<file path="config.mk">
export PLATFORM = sky130hd
export DESIGN_NAME = selector_arbiter
export DESIGN_NICKNAME = d
export VERILOG_FILES = /design/src/rtl/selector_arbiter.sv
export SDC_FILE = /design/constraint.sdc
export NUM_CORES = 1
export LEC_CHECK = 0
export BUFFER_PORTS_ARGS = -buffer_cell sky130_fd_sc_hd__buf_4
export CAP_MARGIN = 5
export CORE_ASPECT_RATIO = 0.9
export CORE_MARGIN = 2
export CORE_UTILIZATION = 35
export CTS_CLUSTER_SIZE = 8
export DETAILED_ROUTE_END_ITERATION = 8
export PLACE_DENSITY = 0.65
export RECOVER_POWER = 50
export SETUP_SLACK_MARGIN = 0.02
export SLEW_MARGIN = 20
export SYNTH_ARGS = -nofsm -noshare
export SYNTH_HDL_FRONTEND = slang
export SYNTH_SLANG_ARGS = --single-unit
</file>
<file path="constraint.sdc">
create_clock -name Clk -period 5.1 [get_ports Clk]
set_input_delay 0.255 -clock Clk [delete_from_list [all_inputs] [get_ports Clk]]
set_output_delay 0.255 -clock Clk [all_outputs]
set_load 0.01 [all_outputs]
</file>
<file path="src/rtl/selector_arbiter.sv">
// -----------------------------------------------------------------------------
// selector_arbiter
//   Round-robin arbiter sharing one Selector mux (and the resource behind it)
//   between `inputs` requesters. It drives the mux Sel index and a one-hot
//   Grant, and always leaves one idle cycle between two owners.
//
//   Optional feature macro: SELECTOR_ARB_TIMEOUT_EN
//     defined   : an owner holding for MaxHold GRANT cycles while another
//                 requester waits is preempted (Timeout pulses).
//     undefined : ownership ends only when the owner drops Req; Timeout = 0.
//
// Ports
//   Clk        : clock, rising edge
//   Reset_n    : asynchronous active-low reset
//   Req        : [inputs] level requests, held high while owning
//   Grant      : [inputs] registered one-hot (or zero) current owner
//   Sel        : [SelW]   registered index of current/last owner
//   Busy       : high while in GRANT
//   Timeout    : one-cycle pulse when an owner is preempted
//   dbg_state  : [2] current FSM state, for checkers
//
// Request/grant protocol: Req is a level. A requester raises Req and keeps it
// high for the whole ownership; Grant answers one cycle after arbitration and
// stays until the owner drops Req (or is preempted). Dropping Req before being
// granted withdraws the request; nothing is latched.
// -----------------------------------------------------------------------------
module selector_arbiter #(
  parameter int bits    = 16,
  parameter int inputs  = 4,
  parameter int SelW    = (inputs > 1) ? $clog2(inputs) : 1,
  parameter int MaxHold = 8
) (
  input  logic              Clk,
  input  logic              Reset_n,
  input  logic [inputs-1:0] Req,
  output logic [inputs-1:0] Grant,
  output logic [SelW-1:0]   Sel,
  output logic              Busy,
  output logic              Timeout,
  output logic [1:0]        dbg_state
);

  // Elaboration-time guard on the parameter ranges this block supports.
  if (bits < 1 || inputs < 2 || inputs > 16 || MaxHold < 1 || MaxHold > 255)
  begin : g_bad_param
    $error("selector_arbiter: parameter out of range");
  end

  typedef enum logic [1:0] {
    IDLE    = 2'd0,
    GRANT   = 2'd1,
    RELEASE = 2'd2
  } state_t;

  localparam logic [inputs-1:0] ONE      = {{(inputs-1){1'b0}}, 1'b1};
  localparam logic [SelW-1:0]   LAST_IDX = SelW'(inputs - 1);

  state_t          state;
  logic [SelW-1:0] last;

  // Round-robin scan: walk from last+1 with explicit wrap at inputs-1, so
  // indices >= inputs are never formed even when inputs is not a power of 2.
  logic [SelW-1:0] scan;
  logic [SelW-1:0] win_idx;
  logic            win_found;

  always_comb begin
    scan      = last;
    win_idx   = last;
    win_found = 1'b0;
    for (int i = 0; i < inputs; i++) begin
      scan = (scan == LAST_IDX) ? '0 : scan + 1'b1;
      if (!win_found && Req[scan]) begin
        win_found = 1'b1;
        win_idx   = scan;
      end
    end
  end

`ifdef SELECTOR_ARB_TIMEOUT_EN
  logic [7:0] hold_cnt;
  logic [7:0] hold_next;
  logic       others_waiting;

  // Counter saturates so an uncontested owner can hold forever.
  assign hold_next      = (hold_cnt == 8'hFF) ? hold_cnt : hold_cnt + 8'd1;
  assign others_waiting = (Req & ~Grant) != '0;
`endif

  always_ff @(posedge Clk or negedge Reset_n) begin
    if (!Reset_n) begin
      state    <= IDLE;
      Grant    <= '0;
      Sel      <= '0;
      last     <= LAST_IDX;
      Timeout  <= 1'b0;
`ifdef SELECTOR_ARB_TIMEOUT_EN
      hold_cnt <= '0;
`endif
    end else begin
      Timeout <= 1'b0;
      case (state)
        IDLE, RELEASE: begin
          if (win_found) begin
            state    <= GRANT;
            Grant    <= ONE << win_idx;
            Sel      <= win_idx;
`ifdef SELECTOR_ARB_TIMEOUT_EN
            hold_cnt <= '0;
`endif
          end else begin
            state <= IDLE;
          end
        end
        GRANT: begin
          // A voluntary release wins over a coincident timeout: no pulse.
          if (!Req[Sel]) begin
            state <= RELEASE;
            Grant <= '0;
            last  <= Sel;
          end
`ifdef SELECTOR_ARB_TIMEOUT_EN
          else if (hold_next >= 8'(MaxHold) && others_waiting) begin
            state   <= RELEASE;
            Grant   <= '0;
            last    <= Sel;
            Timeout <= 1'b1;
          end else begin
            hold_cnt <= hold_next;
          end
`endif
        end
        default: begin
          state <= IDLE;
          Grant <= '0;
        end
      endcase
    end
  end

  assign Busy      = (state == GRANT);
  assign dbg_state = state;

endmodule

</file>
==> flow_summary.toml <==
[status]
outcome = "finished clean"

[hold_path]
holdPathEnd = "dbg_state[0]"
hold_path.class = "in2reg"
hp-start = "Req[1]"
holdPathStages = 3

[floorplanning]
initial_core_util_pct = 37.5
die_span_x_um = 55.2
io-pin-count = 16
core_region_area_sq_um = 2200
die_outline_area_sq_um = 2760
fp.dieH_um = 50.1
floorplan.rows = 16

[sta]
final_report_setup_violation_count = 0
worst_slew_margin_rel_pct = 64.6
rsz_0062_raised_after_global_routing = "no"
finalSetupTns_ps = 0
min_period_ps = 2740
max_slew.worst_pin.slew_ps = 531
timing.clock.skew_ps = 4.78
final-max-slew-violation-count = 0
max_clock_freq_mhz = 365
fin_crit_sh_pct = 53.7
hold_violations = 0

[placement]
place_hpwl_mm = 1.30
finalWeightedCongestion = 0.886
port-buffer-count = 14

[global_route]
first_pass_grt_wire_length_mm = 3.06
first_global_vias = 674
grt_util_all_layers_pct = 13.7
grt_start_max_net_pins = 23
initial_antenna_violation_count = 0
gr-total-overflow = 0

[clock_network]
clk_latency_ps = 270
tritoncts_num_sinks = 10
cts.root.buffer_cell = "clkbuf_4"
tritoncts = "yes"
cts_buffer_depth = 2
cts_post_setup_buffers_inserted = 0
cts-htree-levels = 1
clkSlewWorstSetupHoldPaths_ps = 70
numCtsBuffers = 3

[worst_setup_path]
critPathBufInv = 0
critical_path_peak_fanout = 22
critical_path.cell_chain = "ha_1 > mux2_2 > mux2i_1 > o21ai_0 > a31oi_1 > o21ai_0"
crit-reg2reg-launch = "last[0]"
crit_path_top_delay_cell = "dfstp_2"
worstPathRequired_ps = 5230
critical-path-top-cell-by-count = "o21ai_0"
worstSetupStartpointType = "register"
ff2ff_path_depth = 6
timing.critical_path.max_delay_family = "flip-flops"
setup_slack_reg_to_reg_ps = 2360
setup.worst_path.end_class = "register"
cp_slowest_stage_delay_ps = 770
crit_arrival_ps = 2870
setup.worst_path.class = "reg2reg"
worstReg2RegEnd = "Grant[2]"

[yosys]
synth_top_cell_area_share_pct = 24.2
postSynthAreaPerCell_sq_um = 8.98
synthFlopType = "dfrtp_1"
post_synth_num_cell_types = 40
part_of_the_yosys_area_used_for_sequential_elements_pct = 30.6
count_of_flip_flops_with_a_built_in_enable_after_synthesis = 0
cell_type_contributing_the_most_total_cell_area_after_synthesis = "dfrtp_1"
synthTopCellsByCount = "dfrtp_1, nand2_1, nor2_1"
netlist_instances = 92
synthTopCellsByArea = "dfrtp_1, mux2_2, dfstp_2, mux4_2, nor2b_1"
ys_seq_elements = 10
synthesis.area_sq_um = 826
async_reset_ff_share_pct = 100
syn-num-nets = 99
total_of_warnings_raised_by_yosys = 0

[finish]
multi_input_gate_area_sq_um = 514
layout.filler_cells = 231
layout-drive-gt1-share_pct = 23.5
area_growth_syn_to_layout_pct = 13.5
num_antenna_cells = 0
finish.net_count = 110
layout.area.seq_sq_um = 253

[detailed_routing]
detail_route.vias_per_cell = 5.69
drt_first_iter_violations = 16
drt_first_pass_iters = 4
route.vias.total = 734
total_wirelength_mm = 1.80
detail_route.wl_per_cell_um = 13.9
ant_nets = 0
route.detailed.drc = 0

[power_and_ir_drop]
power.density_cell_area_nw_per_um2 = 761
fin_total_pwr_mw = 0.713
p_leak_nw = 0.390
vdd.ir_drop.worst_v = 0.000335

[job]
max_cap_violations = 0
-- metrics by stage --
| step | worst slack, ps | utilization (%) | hold WS (ps) | instances | cell area, sq um |
|---|---|---|---|---|---|
| floorplan | 2970 | - | -40.6 | 92 | 826 |
| global placement | 2480 | 41.3 | 90.6 | 124 | 910 |
| detailed placement | 2380 | 41.3 | 89.3 | 124 | 910 |
| CTS | 2360 | 43.4 | 339 | 129 | 956 |
| global route | 2220 | 42.6 | 476 | 129 | 937 |
| finish | 2360 | 42.6 | 430 | 129 | 937 |
-- cell type report --
type	instances	share of cell area [%]
Sequential cell	10	27.0
Clock buffer	4	3.87
Timing Repair Buffer	15	10.3
Tap cell	27	3.60
Multi-Input combinational cell	72	54.9
Inverter	1	0.401
-- cells by family after synthesis --
| logic type | share of synthesized area, % |
|---|---|
| XOR/XNOR | 1.06 |
| multiplexers | 16.1 |
| adder cells (fa/ha/maj) | 1.51 |
| other | 0.454 |
| flip-flops | 30.6 |
| buffers and inverters | 7.12 |
| AO/OA/AOI/OAI | 21.8 |
| AND/OR/NAND/NOR | 21.4 |
-- what timing repair did --
item                                   CTS  global route
hold buffers                             1             0
resized for setup                        0             0
endpoints found under the hold margin    8             0
-- cell usage in the layout, fill, tap and decap left out, types with 3 or more instances in the layout --
master	instances
buf_4	9
dfrtp_1	8
nor2_1	8
nand2_1	8
nor2b_1	6
mux2_2	6
clkbuf_1	5
o21ai_0	4
o31ai_1	3
nand2b_1	3
clkbuf_4	3
-- routing by layer --
layer	GRT usage (%)	share of wire (%)	vias up
li1	-	-	359
met5	0	0	-
met4	6.10	1.2	0
met2	20.6	45	24
met1	20.0	48	348
met3	1.05	5.8	3
-- registers in the layout, summed over array words and instances (netlist names) --
name and cells:
dbg_state 2, Grant 4, Sel 2, last 2
-- power breakdown --
part           leakage (nW)  internal [mW]  total (mW)  switching [mW]
registers             0.121          0.120       0.167          0.0467
logic                 0.247          0.230       0.475           0.246
clock network        0.0210         0.0434      0.0711          0.0277
-- worst register-to-register path: stages, from the launching register on --
cell     delay [ps]
dfstp_2         770
ha_1            510
mux2_2          420
mux2i_1         240
o21ai_0         170
a31oi_1         350
o21ai_0         150
-- worst max-delay path by stage --
| stage | startpoint | endpoint | slack (ps) | depth (start not counted) |
|---|---|---|---|---|
| 2_1_floorplan | last[0] | Grant[1] | 2970 | 8 |
| 5_1_grt | last[0] | Grant[2] | 2220 | 6 |
| 3_5_place_dp | last[0] | Grant[2] | 2380 | 6 |
| 3_3_place_gp | last[0] | Grant[2] | 2480 | 6 |
| 6_report | last[0] | Grant[2] | 2360 | 6 |
| 4_1_cts | last[0] | Grant[2] | 2360 | 6 |
(Power assumes the default switching activity.)
